[src/rtl/viterbi_pkg.sv]
// viterbi_pkg: shared constants, FSM state type and trellis predecessor function for the 4-state Viterbi decoder
package viterbi_pkg;
  localparam int NSTATES = 4;
  localparam int SYM_W = 3;
  localparam int PATH_W = 12;
  typedef enum logic [1:0] {FILL, RUN, DRAIN} surv_state_t;
  function automatic logic [1:0] pred(input logic [1:0] s, input logic d);
    return s == 2'd0 ? (d ? 2'd2 : 2'd0) :
           s == 2'd1 ? (d ? 2'd0 : 2'd2) :
           s == 2'd2 ? (d ? 2'd3 : 2'd1) :
                       (d ? 2'd1 : 2'd3);
  endfunction
endpackage

[src/rtl/surv_row.sv]
// surv_row: one register-exchange survivor row of DEPTH symbols, reloaded from its predecessor row
//  clk, reset (sync, active-low), clr (sync clear), load (exchange step),
//  sym (newest symbol), src (predecessor row), row (this row, entry k at [k*SYM_W +: SYM_W])
module surv_row
  import viterbi_pkg::*;
#(
  parameter int DEPTH = 16
) (
  input  logic                   clk,
  input  logic                   reset,
  input  logic                   clr,
  input  logic                   load,
  input  logic [SYM_W-1:0]       sym,
  input  logic [DEPTH*SYM_W-1:0] src,
  output logic [DEPTH*SYM_W-1:0] row
);
  always_ff @(posedge clk)
    if (!reset || clr) row <= '0;
    else if (load) row <= {src[(DEPTH-1)*SYM_W-1:0], sym};
endmodule

[src/rtl/survivor_exchange.sv]
// survivor_exchange: register-exchange survivor memory of the 4-state Viterbi decoder with flush drain
//  clk, reset (sync, active-low); in_valid/in_ready handshake carrying path0 (per-state symbols),
//  acs (per-state decisions), best_state; flush starts a drain; out_valid/out_sym decoded stream;
//  busy high while draining. Macro SURV_BEST_STATE_EN selects the output row by best_state (else row 0).
module survivor_exchange
  import viterbi_pkg::*;
#(
  parameter int DEPTH = 16,
  parameter int CNT_W = 5
) (
  input  logic              clk,
  input  logic              reset,
  input  logic              in_valid,
  output logic              in_ready,
  input  logic [PATH_W-1:0] path0,
  input  logic [3:0]        acs,
  input  logic [1:0]        best_state,
  input  logic              flush,
  output logic              out_valid,
  output logic [SYM_W-1:0]  out_sym,
  output logic              busy
);
  surv_state_t state, state_nxt;
  logic [1:0] sel;
  logic accept, clr;
  logic [CNT_W-1:0] held, held_acc, drain_cnt;
  logic [DEPTH*SYM_W-1:0] rows [NSTATES];
  logic [SYM_W-1:0] syms [NSTATES];
  logic [DEPTH*SYM_W-1:0] drain_reg, sel_post;
`ifdef SURV_BEST_STATE_EN
  assign sel = best_state;
`else
  logic unused_best;
  assign sel = 2'd0;
  assign unused_best = ^best_state;
`endif
  assign in_ready = state != DRAIN;
  assign busy = state == DRAIN;
  assign accept = in_valid && in_ready;
  assign held_acc = accept && held != CNT_W'(DEPTH) ? held + 1'b1 : held;
  assign clr = state == DRAIN && drain_cnt == CNT_W'(1);
  // row[sel] as it will look after this cycle's exchange, captured into the drain register
  assign sel_post = accept ? {rows[pred(sel, acs[sel])][(DEPTH-1)*SYM_W-1:0], syms[sel]} : rows[sel];
  for (genvar s = 0; s < NSTATES; s++) begin : g_row
    assign syms[s] = path0[PATH_W-1-SYM_W*s -: SYM_W];
    surv_row #(.DEPTH(DEPTH)) u_row (
      .clk  (clk),
      .reset(reset),
      .clr  (clr),
      .load (accept),
      .sym  (syms[s]),
      .src  (rows[pred(2'(s), acs[s])]),
      .row  (rows[s])
    );
  end
  always_comb begin
    state_nxt = state;
    if (state == DRAIN) state_nxt = drain_cnt == CNT_W'(1) ? FILL : DRAIN;
    else if (flush && held_acc != '0) state_nxt = DRAIN;
    else if (held_acc == CNT_W'(DEPTH)) state_nxt = RUN;
  end
  always_ff @(posedge clk)
    if (!reset) state <= FILL;
    else state <= state_nxt;
  always_ff @(posedge clk) begin
    if (!reset) begin
      held <= '0;
      drain_cnt <= '0;
      drain_reg <= '0;
      out_valid <= 1'b0;
      out_sym <= '0;
    end else begin
      out_valid <= 1'b0;
      if (state == DRAIN) begin
        out_valid <= 1'b1;
        out_sym <= drain_reg[(drain_cnt - 1'b1)*SYM_W +: SYM_W];
        drain_cnt <= drain_cnt - 1'b1;
        if (drain_cnt == CNT_W'(1)) held <= '0;
      end else begin
        held <= held_acc;
        if (accept && state == RUN) begin
          out_valid <= 1'b1;
          out_sym <= rows[sel][(DEPTH-1)*SYM_W +: SYM_W];
        end
        if (flush && held_acc != '0) begin
          drain_reg <= sel_post;
          drain_cnt <= held_acc;
        end
      end
    end
  end
endmodule

[config.mk]
export PLATFORM = sky130hd
export DESIGN_NAME = survivor_exchange
export DESIGN_NICKNAME = d
export VERILOG_FILES = /design/src/rtl/viterbi_pkg.sv /design/src/rtl/surv_row.sv /design/src/rtl/survivor_exchange.sv
export SDC_FILE = /design/constraint.sdc
export NUM_CORES = 1
export LEC_CHECK = 0
export CAP_MARGIN = 20
export CORE_UTILIZATION = 45
export DETAILED_ROUTE_END_ITERATION = 7
export HOLD_SLACK_MARGIN = 0.02
export SYNTH_ARGS = -nofsm -noshare
export SYNTH_HDL_FRONTEND = slang
export SYNTH_HIERARCHICAL = 1
export SYNTH_SLANG_ARGS = --single-unit
[constraint.sdc]
create_clock -name clk -period 4.7 [get_ports clk]
set_input_delay 0.47 -clock clk [delete_from_list [all_inputs] [get_ports clk]]
set_output_delay 0.47 -clock clk [all_outputs]
set_load 0.02 [all_outputs]
==> results of run 1 <==
## metrics by stage
step                      std cells  worst slack (ps)  cell area [um^2]
after floorplan                1367               707             13200
after global placement         1684               830             13500
after global routing           1733               492             14400
after detailed placement       1686               814             13500
final                          1733               835             14400
after CTS                      1733               786             14400
## layout make-up
class | instances | share of cell area (%)
tap | 384 | 3.34
sequential | 241 | 33.5
timing repair buffer | 49 | 3.46
clock buffer | 38 | 5.62
inverter | 18 | 0.469
clock inverter | 9 | 0.703
multi-input combinational | 994 | 52.9
## power by group through the flow
stage / Sequential, mW / Combinational (mW) / Clock [mW]
3_5_place_dp: 2.20 / 2.06 / 0
4_1_cts: 2.16 / 2.08 / 2.22
3_3_place_gp: 2.20 / 2.04 / 0
6_report: 2.16 / 2.08 / 2.16
2_1_floorplan: 2.19 / 1.70 / 0
5_1_grt: 2.17 / 2.29 / 2.30
## placed cells by master, fill, tap and decap left out, drive strengths merged, types with 4 or more instances in the layout
cell type	instances
a21oi	18
mux4	32
inv	16
mux2	167
and3	4
o21ai	12
clkdlybuf4s50	21
o22ai	8
xnor2	5
nand4	6
and2	6
clkinv	8
nand3	9
mux2i	191
buf	28
nor2	289
or3	5
nor4	5
ha	13
nand2	74
clkbuf	38
a31oi	8
o221ai	4
nand2b	7
o31a	45
nor3	48
dfxtp	241
## per-layer routing
layer  GRT usage [%]  part of all wire [%]  up-vias
met2            32.4                    45      121
met1            28.8                    50     4752
met3            2.35                   2.6       43
li1                -                     -     4749
met4            5.01                   1.8        0
met5               0                     0        -
## critical path, stage by stage (launching register included)
cell and delay [ps]:
dfxtp_2 330, buf_4 500, nor3_1 160, xnor2_1 200
ha_1 320, inv_1 60, fa_1 660, inv_1 440
mux4_2 570, nand2_1 90, a21oi_1 70, o211ai_1 230
a21oi_1 100
## worst max-delay path by stage
| stage | startpoint | endpoint | cells after the start |
|---|---|---|---|
| 2_1_floorplan | drain_cnt[0] | out_sym[0] | 17 |
| 3_3_place_gp | drain_cnt[0] | out_sym[2] | 12 |
| 3_5_place_dp | drain_cnt[0] | out_sym[2] | 12 |
| 4_1_cts | drain_cnt[0] | out_sym[2] | 12 |
| 5_1_grt | drain_cnt[0] | out_sym[2] | 12 |
| 6_report | drain_cnt[0] | out_sym[2] | 12 |
==> impl_metrics.py, run 1 <==
metrics = {
    "outcome": {
        "outcome": "completed",
    },
    "logic_synthesis": {
        "syn_area_mm2": 0.0132,
        "yosys_warnings": 6,
        "synth.avg_cell_area_um2": 9.68,
        "syn_nets": 1403,
        "synthCells": 1367,
    },
    "drt": {
        "wire_per_inst_um": 17.5,
        "viasPerCell": 5.58,
        "drt-initial-drc-count": 536,
        "vias": 9665,
        "drc": 0,
        "postRouteAntennaNets": 0,
        "drt_first_pass_iters": 4,
        "drt_wl_total_mm": 30.3,
    },
    "power_and_ir_drop": {
        "switchingPower_mw": 2.16,
        "p_clk_share_pct": 33.8,
        "swShare_pct": 33.7,
        "p_seq_share_pct": 33.7,
        "power_frac_comb_pct": 32.5,
        "ir_drop_uv": 327,
        "p_total_mw": 6.41,
        "p_per_area_mw_per_mm2": 445,
        "cellLeakagePower_nw": 5.82,
        "internal-power_mw": 4.25,
    },
    "timing": {
        "hold_slack_ps": 489,
        "fin_crit_ps": 3860,
        "clock_skew_ps": 12.2,
        "worst_pin_slew_ps": 1120,
        "hold_viol": 0,
        "maxSlewHeadroom_pct": 25.0,
        "final.period_utilization_pct": 82.2,
        "rsz0062_at_grt": "no",
        "setup_viol": 0,
        "drv_slew": 0,
        "timing.fmax_mhz": 259,
        "fin_setup_tns_ps": 0,
    },
    "min_path": {
        "hold_class": "reg -> reg",
        "hold_path.startpoint": "g_row[3].u_row/row[41]",
        "hold_end": "g_row[3].u_row/row[41]",
        "min_path_cells": 2,
    },
    "clock_tree": {
        "cts_made_buffers": 28,
        "htreeDepth": 1,
        "cts_setup_buffers": 0,
        "post_cts_resized": 0,
        "cts.sinks": 241,
        "ctsHoldBuffers": 0,
        "clockBufferDepth": 3,
        "insertion_delay_ps": 540,
        "cts.reportedPaths.clkPinSlew_ps": 60,
        "cts_tree": "built",
        "clockRootBuffer": "clkbuf_16",
    },
    "grt": {
        "grt_overflow": 0,
        "grt_use_total_pct": 20.2,
        "first_global_vias": 9456,
        "grt_pass1_wl_mm": 50.2,
        "antenna_found_initial": 0,
        "grt_max_degree": 75,
    },
    "final_layout": {
        "drive_above_1_share_pct": 21.1,
        "antenna_cells": 0,
        "largest_reg_flops": 177,
        "final_core_util_pct": 50.1,
        "fill_cells": 2743,
        "final_nets": 1368,
        "regArea_mm2": 0.00483,
        "syn2layout_area_growth_pct": 8.87,
        "multi_input_area_mm2": 0.00762,
    },
    "critical_path": {
        "path_max_fanout": 42,
        "arrival_ps": 4280,
        "endpoint_kind": "flip-flop",
        "critPathLaunchType": "flip-flop",
        "r2r-start": "drain_cnt[0]",
        "crit_type": "reg -> reg",
        "r2r_cells": 12,
        "r2r_setup_slack_ps": 840,
        "reg2reg_to": "out_sym[2]",
        "crit_required_ps": 5120,
    },
    "placement": {
        "routabilityCongestion": 0.852,
        "portBuffers": 25,
        "dp_hpwl_mm": 19.2,
    },
    "die": {
        "std_cell_rows": 62,
        "fp.coreArea_mm2": 0.0288,
        "die_height_um": 173,
        "die_x_um": 173,
        "dieArea_mm2": 0.0301,
        "initial_utilization_pct": 46.0,
        "ios": 28,
    },
    "job": {
        "max_cap_violations": 0,
    },
}
(Power assumes the default switching activity.)
==> run 2: changes to the inputs <==
Clock period 4.7 ns to 3.1 ns, I/O delays scaled along.
==> impl_metrics.py, run 2 (synthesis gave the netlist of run 1 again) <==
metrics = {
    "outcome": {
        "outcome": "completed",
    },
    "final_layout": {
        "drive_above_1_share_pct": 23.6,
        "largest_reg_flops": 177,
        "fin_area_mm2": 0.0147,
        "mostFrequentLayoutCells": "nor2_1 (288), dfxtp_1 (239), mux2i_1 (191)",
        "syn2layout_area_growth_pct": 11.0,
        "final_common_cell": "nor2_1",
        "final_nets": 1389,
        "fill_cells": 2685,
        "antenna_cells": 0,
        "instances_no_fill": 1753,
    },
    "timing": {
        "timing.fmax_mhz": 332,
        "fin_crit_ps": 3010,
        "maxSlewHeadroom_pct": 56.5,
        "setup_slack_ps": 87.7,
        "worst_pin_slew_ps": 653,
        "drv_slew": 0,
        "setup_viol": 0,
        "final.period_utilization_pct": 97.2,
        "hold_viol": 0,
        "clock_skew_ps": 8.49,
    },
    "placement": {
        "routabilityCongestion": 0.838,
        "dp_hpwl_mm": 19.6,
        "portBuffers": 25,
        "dp_cells": 1701,
        "place_ws_ps": 9.57,
        "placed_cell_area_mm2": 0.0137,
    },
    "drt": {
        "drc": 0,
        "drt_first_pass_iters": 6,
        "drt-initial-drc-count": 597,
        "viasPerCell": 5.59,
        "wire_per_inst_um": 18.0,
        "postRouteAntennaNets": 0,
        "drt_wl_total_mm": 31.5,
        "vias": 9799,
    },
    "grt": {
        "first_global_vias": 9619,
        "grt_overflow": 0,
        "grt_max_degree": 98,
        "grt_use_total_pct": 20.9,
        "grt_pass1_wl_mm": 52.0,
        "antenna_found_initial": 1,
    },
    "clock_tree": {
        "htreeDepth": 1,
        "cts.reportedPaths.clkPinSlew_ps": 60,
        "clockRootBuffer": "clkbuf_16",
        "insertion_delay_ps": 530,
        "clockBufferDepth": 3,
        "cts.sinks": 241,
        "cts_made_buffers": 27,
        "cts_tree": "built",
    },
    "die": {
        "initial_utilization_pct": 46.0,
        "ios": 28,
        "die_height_um": 173,
        "std_cell_rows": 62,
        "fp.coreArea_mm2": 0.0288,
        "die_x_um": 173,
        "dieArea_mm2": 0.0301,
    },
    "power_and_ir_drop": {
        "p_per_area_mw_per_mm2": 708,
        "ir_drop_uv": 599,
        "cellLeakagePower_nw": 5.94,
        "p_total_mw": 10.4,
    },
    "critical_path": {
        "r2r-start": "drain_cnt[0]",
        "crit_required_ps": 3550,
        "endpoint_kind": "flip-flop",
        "critPathLaunch": "drain_cnt[0]",
        "critPathLaunchType": "flip-flop",
        "reg2reg_to": "out_sym[1]",
        "critical_path.max_stage_delay_ps": 620,
        "critPathTopFamily": "adder cells",
        "r2r_cells": 13,
        "cp_num_buf_inv": 4,
        "cp_cell_sequence": "buf_4 -> nor3_2 -> xnor2_2 -> ha_1 -> inv_1 -> fa_2 -> clkinv_4 -> buf_4 -> mux4_2 -> a2bb2oi_2 -> o21ai_1 -> o21ai_1 -> o211ai_1",
        "crit_slowest_cell": "fa_2",
        "path_max_fanout": 6,
        "r2r_setup_slack_ps": 90,
        "arrival_ps": 3470,
        "crit_type": "reg -> reg",
    },
    "min_path": {
        "hold_end": "g_row[3].u_row/row[2]",
        "hold_path.startpoint": "path0[2]",
        "hold_class": "in -> reg",
        "min_path_cells": 3,
    },
    "job": {
        "max_cap_violations": 0,
    },
}
[run 2: what timing repair did]
item,in CTS,in global routing
hold buffers,0,0
resized for setup,0,25
setup endpoints to repair,0,3
setup buffers,0,7
endpoints found under the hold margin,0,0
[run 2: metrics by stage]
stage               TNS, ps  utilization, %  hold slack, ps
finish                    0            51.0             398
global route           -181            51.0             392
global placement          0            47.7             473
CTS                       0            50.5             383
floorplan              -201               -             454
detailed placement        0            47.7             481
[run 2: metal layers]
layer	up-vias	routed length, um	GRT usage [%]
met5	-	0	0
met2	139	14300	34.0
met4	0	559	4.65
met3	47	1040	2.81
met1	4800	15600	29.5
li1	4813	-	-
[run 2: power by group]
part           switching [mW]  total (mW)  internal, mW
Combinational            2.18        4.15          1.97
Sequential             0.0970        3.28          3.19
Clock                    1.25        2.96          1.71
[run 2: layout make-up]
cell class	instances	area (um^2)	share of cell area [%]
clock buffers	41	778	5.30
clock inverters	4	23.8	0.162
inverters	18	75.1	0.511
multi-input cells	994	7750	52.8
flip-flops and latches	241	4830	32.9
well taps	384	480	3.27
repair buffers	71	746	5.08
[run 2: worst max path at each step]
stage / end / cells after the start / slack (ps)
after floorplan: out_sym[0] / 17 / -120
after global placement: out_sym[1] / 15 / 70
after detailed placement: out_sym[1] / 15 / 10
after CTS: out_sym[1] / 15 / 7
after global routing: out_sym[1] / 13 / -110
final: out_sym[1] / 13 / 90
[run 2: worst reg2reg max path: stages, from the launching register on]
cell and delay, ps:
dfxtp_4 350, buf_4 130, nor3_2 210, xnor2_2 130, ha_1 320, inv_1 70
fa_2 620, clkinv_4 100, buf_4 140, mux4_2 420, a2bb2oi_2 140, o21ai_1 130
o21ai_1 80, o211ai_1 90
